[config.mk]
export PLATFORM = sky130hd
export DESIGN_NAME = display_request_arbiter
export DESIGN_NICKNAME = d
export VERILOG_FILES = /design/src/rtl/display_pkg.sv /design/src/rtl/rr_priority_picker.sv /design/src/rtl/display_request_arbiter.sv
export SDC_FILE = /design/constraint.sdc
export NUM_CORES = 1
export LEC_CHECK = 0
export BUFFER_PORTS_ARGS = -buffer_cell sky130_fd_sc_hd__buf_2
export CAP_MARGIN = 0
export CORE_ASPECT_RATIO = 0.6
export CORE_MARGIN = 5
export CORE_UTILIZATION = 45
export CTS_CLUSTER_DIAMETER = 80
export DETAILED_ROUTE_END_ITERATION = 10
export PLACE_DENSITY = 0.76
export SYNTH_ARGS = -nofsm -noshare
export SYNTH_HDL_FRONTEND = slang
export SYNTH_SLANG_ARGS = --single-unit
[constraint.sdc]
create_clock -name clk -period 4.83 [get_ports clk]
set_clock_uncertainty 0.15 [all_clocks]
set_input_delay 0.2415 -clock clk [delete_from_list [all_inputs] [get_ports clk]]
set_output_delay 0.2415 -clock clk [all_outputs]
set_load 0.01 [all_outputs]
[src/rtl/display_pkg.sv]
// Shared types and limits for the display request arbiter.
package display_pkg;

    localparam int NUM_REQ_MAX = 8;

    typedef enum logic [1:0] {
        IDLE = 2'd0,
        SEND = 2'd1,
        HOLD = 2'd2
    } arb_state_e;

endpackage

[src/rtl/rr_priority_picker.sv]
// Combinational round-robin picker: first active request after the last winner, with wrap.
module rr_priority_picker #(
    parameter int NUM_REQ = 3,
    parameter int IDX_W   = $clog2(NUM_REQ)
) (
    input  logic [NUM_REQ-1:0] req,
    input  logic [IDX_W-1:0]   last,
    output logic [NUM_REQ-1:0] grant,
    output logic [IDX_W-1:0]   idx,
    output logic               any_req
);

    always_comb begin
        int unsigned cand;
        cand    = 0;
        grant   = '0;
        idx     = '0;
        any_req = 1'b0;
        for (int unsigned off = 1; off <= NUM_REQ; off++) begin
            cand = (32'(last) + off) % NUM_REQ;
            if (!any_req && req[cand]) begin
                any_req     = 1'b1;
                grant[cand] = 1'b1;
                idx         = cand[IDX_W-1:0];
            end
        end
    end

endmodule

[src/rtl/display_request_arbiter.sv]
// Round-robin arbiter sharing the 7-segment output driver, with a registered
// output stage and a minimum on-display hold that error requests may cut short.
module display_request_arbiter
    import display_pkg::*;
#(
    parameter int DATA_WIDTH  = 16,
    parameter int NUM_REQ     = 3,
    parameter int HOLD_CYCLES = 1024
) (
    input  logic                          clk,
    input  logic                          rst,
    input  logic [NUM_REQ*DATA_WIDTH-1:0] i_req_data,
    input  logic [NUM_REQ-1:0]            i_req_error,
    input  logic [NUM_REQ-1:0]            i_req_is_neg,
    input  logic [NUM_REQ-1:0]            i_req_valid,
    output logic [NUM_REQ-1:0]            o_req_ready,
    output logic [DATA_WIDTH-1:0]         o_data,
    output logic                          o_error,
    output logic                          o_data_is_neg,
    output logic                          o_valid,
    input  logic                          i_ready,
    output logic [$clog2(NUM_REQ)-1:0]    o_grant_idx
);

    localparam int IDX_W  = $clog2(NUM_REQ);
    localparam int HOLD_W = (HOLD_CYCLES > 1) ? $clog2(HOLD_CYCLES) : 1;
    localparam logic [HOLD_W-1:0] HOLD_LOAD = HOLD_W'((HOLD_CYCLES > 0) ? HOLD_CYCLES - 1 : 0);

    if (NUM_REQ < 2 || NUM_REQ > NUM_REQ_MAX) begin : g_bad_num_req
        $fatal(1, "display_request_arbiter: NUM_REQ must be 2..8");
    end
    if (DATA_WIDTH % 4 != 0) begin : g_bad_data_width
        $fatal(1, "display_request_arbiter: DATA_WIDTH must be a multiple of 4");
    end

    arb_state_e          state;
    arb_state_e          state_nxt;
    logic [IDX_W-1:0]    last;
    logic [HOLD_W-1:0]   hold_cnt;
    logic [NUM_REQ-1:0]  pick_grant;
    logic [IDX_W-1:0]    pick_idx;
    logic                pick_any;
    logic                accept;
    logic                err_pre;

    rr_priority_picker #(
        .NUM_REQ (NUM_REQ),
        .IDX_W   (IDX_W)
    ) u_picker (
        .req     (i_req_valid),
        .last    (last),
        .grant   (pick_grant),
        .idx     (pick_idx),
        .any_req (pick_any)
    );

    // Ready is suppressed during reset so no producer sees a handshake that is then lost.
    assign accept  = (state == IDLE) && !rst && pick_any;
    assign err_pre = |(i_req_valid & i_req_error);

    always_ff @(posedge clk) begin
        if (rst) begin
            state <= IDLE;
        end else begin
            state <= state_nxt;
        end
    end

    always_comb begin
        state_nxt = IDLE;
        case (state)
            IDLE: state_nxt = accept ? SEND : IDLE;
            SEND: begin
                if (!i_ready) begin
                    state_nxt = SEND;
                end else if (HOLD_CYCLES == 0) begin
                    state_nxt = IDLE;
                end else begin
                    state_nxt = HOLD;
                end
            end
            HOLD: state_nxt = (err_pre || hold_cnt == '0) ? IDLE : HOLD;
            default: state_nxt = IDLE;
        endcase
    end

    always_comb begin
        o_req_ready = '0;
        o_valid     = 1'b0;
        case (state)
            IDLE:    if (!rst) o_req_ready = pick_grant;
            SEND:    o_valid = 1'b1;
            default: ;
        endcase
    end

    always_ff @(posedge clk) begin
        if (rst) begin
            o_data        <= '0;
            o_error       <= 1'b0;
            o_data_is_neg <= 1'b0;
            o_grant_idx   <= '0;
            last          <= IDX_W'(NUM_REQ - 1);
        end else if (accept) begin
            o_data        <= i_req_data[int'(pick_idx)*DATA_WIDTH +: DATA_WIDTH];
            o_error       <= i_req_error[pick_idx];
            o_data_is_neg <= i_req_is_neg[pick_idx];
            o_grant_idx   <= pick_idx;
            last          <= pick_idx;
        end
    end

    always_ff @(posedge clk) begin
        if (rst) begin
            hold_cnt <= '0;
        end else if (state == SEND && i_ready) begin
            hold_cnt <= HOLD_LOAD;
        end else if (state == HOLD && hold_cnt != '0) begin
            hold_cnt <= hold_cnt - 1'b1;
        end
    end

endmodule

==> impl_metrics.yaml, run 1 <==
synth:
  ys.flop_type: "dfxtp_1"
  syn-num-nets: 292
  synth_top_area_frac: 0.3387
  synth.avg_cell_area_um2: 8.593
  synth_top_cell_by_area: "dfxtp_1"
  yosysSeqAreaShare: 0.3387
  synth_area_um2: 1951
  synth_area_leaders: "dfxtp_1 (34%), mux2i_1 (11%), o221ai_1 (8.1%)"
  ys_types: 48
  yosys_register_bits: 33
  yosysWarnings: 0
  async_reset_ff_frac: 0
  synth_edf_count: 0
  syn_inst: 227
final_layout:
  final_cell_mix: "buf_2 (83), dfxtp_1 (33), nand2_1 (30), inv_1 (28), mux2i_1 (21)"
  layout_commonest_cell: "buf_2"
  antennaDiodeCount: 0
  design_area_um2: 2480
  drive_above_1_share: 0.3388
  syn2layout_area_growth_pct: 27.13
  fin_nets: 371
sta:
  slew_headroom: 0.5427
  setup_tns_ns: 0
  fin_crit_ns: 2.910
  fmax_ghz: 0.3437
  fin_crit_sh: 0.6025
  worstMarginPinSlew_ns: 0.6771
  maxSlewViolCount: 0
  report.final.setup_viol: 0
  rsz0062_at_grt: "no"
  hold_viol_final: 0
  worst_hold_slack_ns: 0.007197
place:
  gp_congestion: 0.8734
  dp_hpwl_mm: 3.974
  placedInstanceArea_um2: 2387
  portBuffers: 83
worst_setup_path:
  r2r-end: "o_data[1]"
  regToRegSetupSlack_ns: 1.92
  start_kind: "register"
  crit_type: "register to register"
  cp.required_ns: 4.81
  worstPathArrival_ns: 2.89
  rr_worst_depth: 7
  crit_fanout: 18
  endpoint_kind: "register"
  crit_path_start: "o_grant_idx[0]"
  cp-endpoint: "o_data[1]"
  r2r_start: "o_grant_idx[0]"
route:
  dr.first_iter.drc_count: 60
  vias: 1923
  drt-total-wl_mm: 5.164
  wl_per_cell_um: 14.07
  drt.antenna.violating_nets: 0
  avgViaCountPerCell: 5.240
  drc: 0
  firstDrtPassIters: 4
grt:
  grt_use_total: 0.1773
  grt.busiest_layer: "met2"
  grt_pass1_vias: 1739
  antenna_found_initial: 0
  grt_util_met2: 0.2766
  grt.met3_usage: 0.04461
  met1_usage: 0.2457
  overflow: 0
  grt_pass1_wl_mm: 8.038
  grt_max_degree: 21
clock_tree:
  cts_resized: 0
  clk_path_buf_depth: 2
  clkLatencyLatePin_ns: 0.28
  clkTransAtPathRegs_ns: 0.07
  cts.sinks: 33
  cts_buffers: 5
  htree_levels: 2
  cts_setup_buffers: 0
  cts_tree: "yes"
  clockRootBuffer: "clkbuf_8"
  holdBufCountCts: 1
worst_hold_path:
  hp-class: "input pin to register"
floorplan:
  fp.dieH_um: 61
  die-area_um2: 5795
  num_rows: 18
  die_x_um: 95.00
  ioPinCount: 84
  core_area_um2: 4144
  start_util: 0.4707
job:
  maxCapViolCount: 0
power_and_ir_drop:
  peakVddDrop_uv: 286.4
  static-leakage-power_nw: 1.197
  powerDensity_nw_per_um2: 504.1
outcome:
  status: "completed"
cell families (layout without fill, tap and decap cells):
family,Yosys count,in the layout,share of synthesized area
flip-flops,33,33,0.3387
multiplexers,24,24,0.1270
AO/OA/AOI/OAI,58,58,0.2200
XOR/XNOR,5,5,0.02245
buffers and inverters,41,121,0.09236
AND/OR/NAND/NOR,61,61,0.1674
adder cells (fa/ha/maj),5,5,0.03207
critical path: stages (launching register included):
cell and delay (ns):
dfxtp_1 0.41, inv_1 0.10, ha_1 0.44, nor2b_1 0.29, a2bb2oi_1 0.15, a21oi_1 0.41, or2_1 0.58, o221ai_1 0.22
how the worst min path moves through the flow:
stage                   startpoint          to  cells past startpoint
floorplan                  i_ready    state[0]                      1
global placement    i_req_data[35]   o_data[3]                      3
detailed placement  i_req_data[45]  o_data[13]                      3
CTS                 i_req_data[39]   o_data[7]                      3
global route        i_req_data[47]  o_data[15]                      3
finish              i_req_data[40]   o_data[8]                      3
per-stage QoR:
step / power, mW / instances / setup slack [ns] / utilization
finish: 1.250 / 367 / 1.920 / 0.5984
global route: 1.348 / 367 / 1.726 / 0.5984
CTS: 1.258 / 367 / 1.971 / 0.5984
detailed placement: 1.054 / 358 / 2.025 / 0.5761
global placement: 1.043 / 358 / 2.130 / 0.5761
floorplan: 0.8693 / 227 / 2.333 / -
state kept, by name (all words and copies together) (netlist names):
register / flops
o_data: 16
o_data_is_neg: 1
hold_cnt: 10
state: 2
last: 1
o_error: 1
o_grant_idx: 2
cell type report:
class	instances	area, µm²
inverter	28	105.1
sequential	33	660.6
fill	372	1664
timing repair buffer	85	432.9
clock buffer	6	72.57
clock inverter	2	10.01
tap	60	75.07
multi-input combinational	153	1124
cell usage after synthesis (all sizes together), types with 2 or more instances:
master   count
xor2         2
dfxtp       33
inv         28
o221ai      18
mux2         3
clkbuf       6
or4          3
nor2b        6
mux2i       21
nand2       30
a21oi       15
nor3b        2
a2bb2oi      2
o21ai        6
o31ai        3
a222oi       2
a31oi        2
xnor2        3
buf          7
nor3         2
o21ba        2
nand3b       2
nor4         2
ha           5
nand3        3
nor2         3
routing by layer:
layer | vias up | routed length, µm
met5 | - | 0
met4 | 0 | 18
met3 | 3 | 405
met2 | 73 | 2351
met1 | 876 | 2389
li1 | 971 | -
where the power goes:
group / leakage [nW] / switching [mW] / total (mW) / internal (mW)
clock network: 0.0450 / 0.0967 / 0.196 / 0.0997
logic: 0.880 / 0.343 / 0.630 / 0.287
registers: 0.273 / 0.0589 / 0.424 / 0.365
total: 1.20 / 0.499 / 1.25 / 0.751
Note: power is estimated with default switching activity, not from simulation.
==> run 2: changes to the inputs <==
--- a/config.mk
+++ b/config.mk
@@ -5,6 +5,7 @@
 export SDC_FILE = /design/constraint.sdc
 export NUM_CORES = 1
 export LEC_CHECK = 0
+export ABC_AREA = 1
 export BUFFER_PORTS_ARGS = -buffer_cell sky130_fd_sc_hd__buf_2
 export CAP_MARGIN = 0
 export CORE_ASPECT_RATIO = 0.6
@@ -12,7 +13,7 @@
 export CORE_UTILIZATION = 45
 export CTS_CLUSTER_DIAMETER = 80
 export DETAILED_ROUTE_END_ITERATION = 10
-export PLACE_DENSITY = 0.76
+export PLACE_DENSITY = 0.73
 export SYNTH_ARGS = -nofsm -noshare
 export SYNTH_HDL_FRONTEND = slang
 export SYNTH_SLANG_ARGS = --single-unit
==> constraint.sdc (replaced) <==
create_clock -name clk -period 2.75 [get_ports clk]
set_clock_uncertainty 0.15 [all_clocks]
set_input_delay 0.1375 -clock clk [delete_from_list [all_inputs] [get_ports clk]]
set_output_delay 0.1375 -clock clk [all_outputs]
set_load 0.01 [all_outputs]
==> run 2 against run 1 <==
  * Final cell count rose by 37%
  * First-iteration DRC count rose to 3.0 times the previous value
  * Sequential power rose by 74%
  * Critical path depth rose by 4
  * Non-clock buffer count rose by 6
  * Die area rose by 18%
  * Utilization fell by 2.3 points
  * Clock-buffer cell count rose by 1
==> impl_metrics.yaml, run 2 <==
route:
  avgViaCountPerCell: 5.000
  dr.first_iter.drc_count: 179
  drt-total-wl_mm: 6.823
  firstDrtPassIters: 5
  drc: 0
  vias: 2520
  drt.antenna.violating_nets: 0
  wl_per_cell_um: 13.54
sta:
  hold_viol_final: 0
  slew_headroom: 0.7444
  fin_crit_sh: 0.9139
  fin_crit_ns: 2.513
  report.final.setup_viol: 0
  fmax_ghz: 0.3979
  setup_tns_ns: 0
  rsz0062_at_grt: "no"
  worstMarginPinSlew_ns: 0.3826
  maxSlewViolCount: 0
  setup_ws_ns: 0.2368
synth:
  synth_xor_area_frac: 0.01859
  yosys-mux-area-fraction: 0
  synth_area_um2: 2356
  ys.flop_type: "dfxtp_1"
  yosysMostFrequentCell: "nand2_1"
  yosys_register_bits: 33
  yosys.area_share.simple: 0.3409
  yosysSeqAreaShare: 0.2804
  synth_area_leaders: "dfxtp_1 (28%), nand2_1 (11%), a21oi_1 (11%)"
  synth_edf_count: 0
  synth_compound_area_frac: 0.1800
  yosysWarnings: 0
  synth_top_family_by_area: "simple AND/OR/NAND/NOR gates"
  yosys.area_share.adder: 0.02655
  synth.avg_cell_area_um2: 6.618
  synth_top_area_frac: 0.2804
  synth_common_cells: "nand2_1 (71), a21oi_1 (50), inv_1 (50), dfxtp_1 (33), nand3_1 (31)"
  syn-num-nets: 421
  synth_top_cell_by_area: "dfxtp_1"
  async_reset_ff_frac: 0
  ys_types: 34
  syn_inst: 356
worst_setup_path:
  slowest_delay_ns: 0.43
  rr_worst_depth: 11
  r2r_start: "o_grant_idx[0]"
  worst-path-buf-inv: 3
  r2r-end: "o_data[6]"
  regToRegSetupSlack_ns: 0.25
  cp_slowest_cell: "ha_2"
  endpoint_kind: "output pin"
  crit_fanout: 22
  cpLargestDelayFamily: "simple AND/OR/NAND/NOR gates"
  worst-path-stages: 11
  start_kind: "register"
  cp.required_ns: 2.46
  path_cells: "inv_1, ha_2, inv_2, nand2_2, nand3_2, nand2_4, nand2_1, nand2_2, nand2_4, a21oi_1, buf_2"
  worstPathArrival_ns: 2.23
  crit_type: "register to output pin"
final_layout:
  syn2layout_area_growth_pct: 23.37
  largest_reg_flops: 16
  layout_commonest_cell: "buf_2"
  antennaDiodeCount: 0
  top_regs: "o_data: 16 flops, hold_cnt: 10 flops"
  drive_above_1_share: 0.2671
  final_cell_mix: "buf_2 (83), nand2_1 (71), inv_1 (50), a21oi_1 (50), dfxtp_1 (33)"
  seqCellArea_um2: 660.6
  regMostFlops: "o_data"
  fin_nets: 502
  nFillCells: 483
  instances_no_fill: 504
  multi_input_comb_area_um2: 1346
place:
  place_ws_ns: 0.2080
  place_inst: 493
  gp_congestion: 0.9572
  dp_hpwl_mm: 5.208
  portBuffers: 83
floorplan:
  core_area_um2: 5055
  fp.dieH_um: 66.05
  die-area_um2: 6830
  start_util: 0.4661
  die_x_um: 103.4
  ioPinCount: 84
  num_rows: 20
grt:
  grt_pass1_wl_mm: 10.91
  grt_pass1_vias: 2318
  antenna_found_initial: 0
  grt_use_total: 0.2035
  grt_max_degree: 23
  overflow: 0
worst_hold_path:
  min_to: "o_data[2]"
  hold_depth: 3
  hold_start: "i_req_data[34]"
  hp-class: "input pin to register"
power_and_ir_drop:
  powerDensity_nw_per_um2: 965.3
  power.total_mw: 2.806
  static-leakage-power_nw: 1.542
  peakVddDrop_uv: 359.4
clock_tree:
  cts.sinks: 33
  clkLatencyLatePin_ns: 0.29
  clk_path_buf_depth: 2
  cts_tree: "yes"
  cts_setup_buffers: 0
  cts_buffers: 5
  htree_levels: 2
  clockRootBuffer: "clkbuf_8"
  clkTransAtPathRegs_ns: 0.07
job:
  maxCapViolCount: 0
outcome:
  status: "completed"
[run 2: cell count changes in the layout (fill, tap and decap cells not counted), moves of 7 or more]
cell and change:
a21boi_0 +7, a21oi_1 +36, inv_1 +22, inv_2 +8, mux2i_1 -21, nand2_1 +41, nand3_1 +28, nand3b_1 +15
nor2_1 +24, o221ai_1 -17
[run 2: what timing repair did]
action	CTS	global route
gates resized for setup	0	3
setup endpoints to repair	0	13
endpoints found under the hold margin	3	0
hold buffers	3	0
[run 2: how the worst max path moves through the flow]
stage                   startpoint        endpoint  slack (ns)
floorplan           o_grant_idx[0]      o_data[10]        0.71
global route        o_grant_idx[0]  o_req_ready[1]        0.08
CTS                 o_grant_idx[0]  o_req_ready[1]        0.17
detailed placement  o_grant_idx[0]       o_data[1]        0.21
finish              o_grant_idx[0]  o_req_ready[1]        0.24
global placement    o_grant_idx[0]      o_data[11]        0.33
[run 2: power by group]
| group | leakage (nW) | switching (mW) | internal (mW) |
|---|---|---|---|
| registers | 0.272 | 0.103 | 0.633 |
| clock network | 0.0585 | 0.182 | 0.295 |
| logic | 1.21 | 1.01 | 0.584 |
[run 2: kinds of logic (layout without fill, tap and decap cells)]
family	Yosys count	in the layout
AND/OR/NAND/NOR	162	162
adder cells (fa/ha/maj)	5	5
AO/OA/AOI/OAI	76	76
buffers and inverters	75	157
XOR/XNOR	5	5
flip-flops	33	33
[run 2: stage by stage]
stage	hold slack [ns]	cell area, µm²	util
6_report	0.004863	2907	0.5750
5_1_grt	0.005542	2907	0.5750
4_1_cts	0.002119	2894	0.5725
3_5_place_dp	0.2842	2748	0.5436
3_3_place_gp	0.2769	2748	0.5436
2_1_floorplan	0.05691	2356	-
[run 2: final cells by class]
cell class	instances	share of cell area
timing repair buffer	91	0.1662
tap	66	0.02841
inverter	58	0.07490
clock buffer	7	0.02970
clock inverter	1	0.01033
sequential	33	0.2273
multi-input combinational	248	0.4632
[run 2: routing by layer]
layer / global-route usage / wire (µm) / up-vias
met5: 0 / 0 / -
met3: 0.05796 / 744 / 7
met1: 0.3017 / 3429 / 1093
li1: - / - / 1302
met2: 0.2833 / 2585 / 118
met4: 0.05331 / 64 / 0
[run 2: worst reg2reg max path, cell delays in order, from the launching register on]
cell and delay, ns:
dfxtp_1 0.40, inv_1 0.09, ha_2 0.43, inv_2 0.09
nand2_2 0.07, nand3_2 0.08, nand2_4 0.12, nand4_2 0.34
buf_4 0.32, nand3b_1 0.09, nand3_1 0.08, a21oi_1 0.16
==> run 3: changes to the inputs <==
==> constraint.sdc (replaced) <==
create_clock -name clk -period 2.5 [get_ports clk]
set_clock_uncertainty 0.15 [all_clocks]
set_input_delay 0.125 -clock clk [delete_from_list [all_inputs] [get_ports clk]]
set_output_delay 0.125 -clock clk [all_outputs]
set_load 0.01 [all_outputs]
==> run 3 against run 2 <==
  * Sequential cell count stayed put
  * Sequential share of layout area is 0.30 points lower
  * Combinational power is 13% higher
  * Via count is 4.7% higher
  * Utilization is 0.77 points higher
  * Total power is 7.4% higher
  * Clock-buffer cell count stayed put
==> impl_metrics.yaml, run 3 (synthesized netlist as in run 2, its figures left out) <==
clock_tree:
  clockRootBuffer: "clkbuf_8"
  clkLatencyLatePin_ns: 0.29
  clk_path_buf_depth: 2
  cts_buffers: 5
  cts.sinks: 33
  htree_levels: 2
  cts_tree: "yes"
  clkTransAtPathRegs_ns: 0.07
worst_setup_path:
  start_kind: "register"
  crit_type: "register to output pin"
  worstPathArrival_ns: 2.01
  endpoint_kind: "output pin"
  critPathMostFrequentCell: "nand2_2"
  cp_slowest_cell: "dfxtp_1"
  cp.required_ns: 2.23
  crit_fanout: 22
  path_cells: "inv_1, ha_4, inv_2, nand2_2, nand3_2, nand2_4, nand2_1, nand2_2, nand2_8, a21oi_1, buf_2"
  slowest_delay_ns: 0.33
  rr_worst_depth: 12
final_layout:
  layout_commonest_cell: "buf_2"
  drive_above_1_share: 0.2670
  syn2layout_area_growth_pct: 25.01
  final_cell_mix: "buf_2 (83), nand2_1 (71), inv_1 (50), a21oi_1 (50), dfxtp_1 (33)"
  regMostFlops: "o_data"
  multi_input_comb_area_um2: 1368
  seqCellArea_um2: 660.6
  fin_nets: 507
  largest_reg_flops: 16
  nFillCells: 509
  antennaDiodeCount: 0
  top_regs: "o_data: 16 flops, hold_cnt: 10 flops"
route:
  wl_per_cell_um: 13.57
  avgViaCountPerCell: 5.195
  dr.first_iter.drc_count: 147
  drt-total-wl_mm: 6.892
  firstDrtPassIters: 5
  drc: 0
  vias: 2639
  drt.antenna.violating_nets: 0
grt:
  grt_use_total: 0.2051
  overflow: 0
  grt_pass1_vias: 2528
  grt_max_degree: 23
  antenna_found_initial: 0
  grt_pass1_wl_mm: 11.17
power_and_ir_drop:
  peakVddDrop_uv: 423.0
  powerDensity_nw_per_um2: 1023
  static-leakage-power_nw: 1.550
  power.total_mw: 3.014
outcome:
  status: "completed"
sta:
  fin_crit_sh: 0.9141
  fin_crit_ns: 2.285
  fmax_ghz: 0.4376
  maxSlewViolCount: 0
  hold_viol_final: 0
  worstMarginPinSlew_ns: 0.3647
  slew_headroom: 0.7566
  report.final.setup_viol: 0
  rsz0062_at_grt: "no"
  setup_tns_ns: 0
floorplan:
  fp.dieH_um: 66.05
  num_rows: 20
  ioPinCount: 84
  die_x_um: 103.4
  die-area_um2: 6830
  start_util: 0.4661
  core_area_um2: 5055
place:
  portBuffers: 83
  dp_hpwl_mm: 5.267
  gp_congestion: 0.9859
worst_hold_path:
  hold_depth: 3
  hp-class: "input pin to register"
job:
  maxCapViolCount: 0
## run 3: critical path: cells and delay by family, from the launching register on
| family | cells | cell delay [ns] |
|---|---|---|
| and+or+nand+nor | 6 | 0.62 |
| AOI/OAI and AO/OA | 1 | 0.16 |
| DFF | 1 | 0.33 |
| adders and majority gates | 1 | 0.33 |
| buffers and inverters | 3 | 0.29 |
## run 3: through the flow
| step | utilization | hold slack (ns) | cells | instance area, µm² | worst slack (ns) |
|---|---|---|---|---|---|
| final | 0.5827 | 0.01845 | 508 | 2945 | 0.2147 |
| after global routing | 0.5827 | 0.04712 | 508 | 2945 | 0.02566 |
| after CTS | 0.5760 | 0.01724 | 508 | 2912 | 0.03686 |
| after detailed placement | 0.5451 | 0.2804 | 494 | 2755 | 0.08093 |
| after global placement | 0.5451 | 0.2689 | 494 | 2755 | 0.2216 |
| after floorplan | - | 0.04441 | 356 | 2356 | 0.4606 |
## run 3: cell type report
cell class                 instances  area share
multi-input combinational        248      0.4643
inverter                          58     0.07392
clock buffer                       7     0.02931
sequential                        33      0.2243
timing repair buffer              96      0.1801
tap                               66     0.02804
## run 3: power breakdown
part           switching, mW  internal, mW  total (mW)
registers              0.109         0.696       0.805
logic                   1.13         0.668        1.80
clock network          0.192         0.218       0.410
total                   1.43          1.58        3.01
## run 3: worst paths after layout
| kind | start | to | slack (ns) |
|---|---|---|---|
| worst max-delay path | o_grant_idx[0] | o_req_ready[1] | 0.21 |
| worst min-delay path | i_req_data[35] | o_data[3] | 0.02 |
| worst max register to register | o_grant_idx[0] | o_data[5] | 0.32 |
| worst min register to register | hold_cnt[3] | hold_cnt[3] | 0.35 |
## run 3: what timing repair did
action | in CTS | in global routing
endpoints found under the hold margin | 7 | 0
setup buffers | 0 | 0
endpoints found under the setup margin | 0 | 19
resized for setup | 0 | 6
hold buffers | 7 | 0
## run 3: per-layer routing
metal | part of all wire | vias up | GRT usage
li1 | - | 1318 | -
met1 | 0.46 | 1170 | 0.2709
met2 | 0.41 | 134 | 0.3143
met3 | 0.11 | 17 | 0.06112
met4 | 0.018 | 0 | 0.07431
met5 | 0 | - | 0
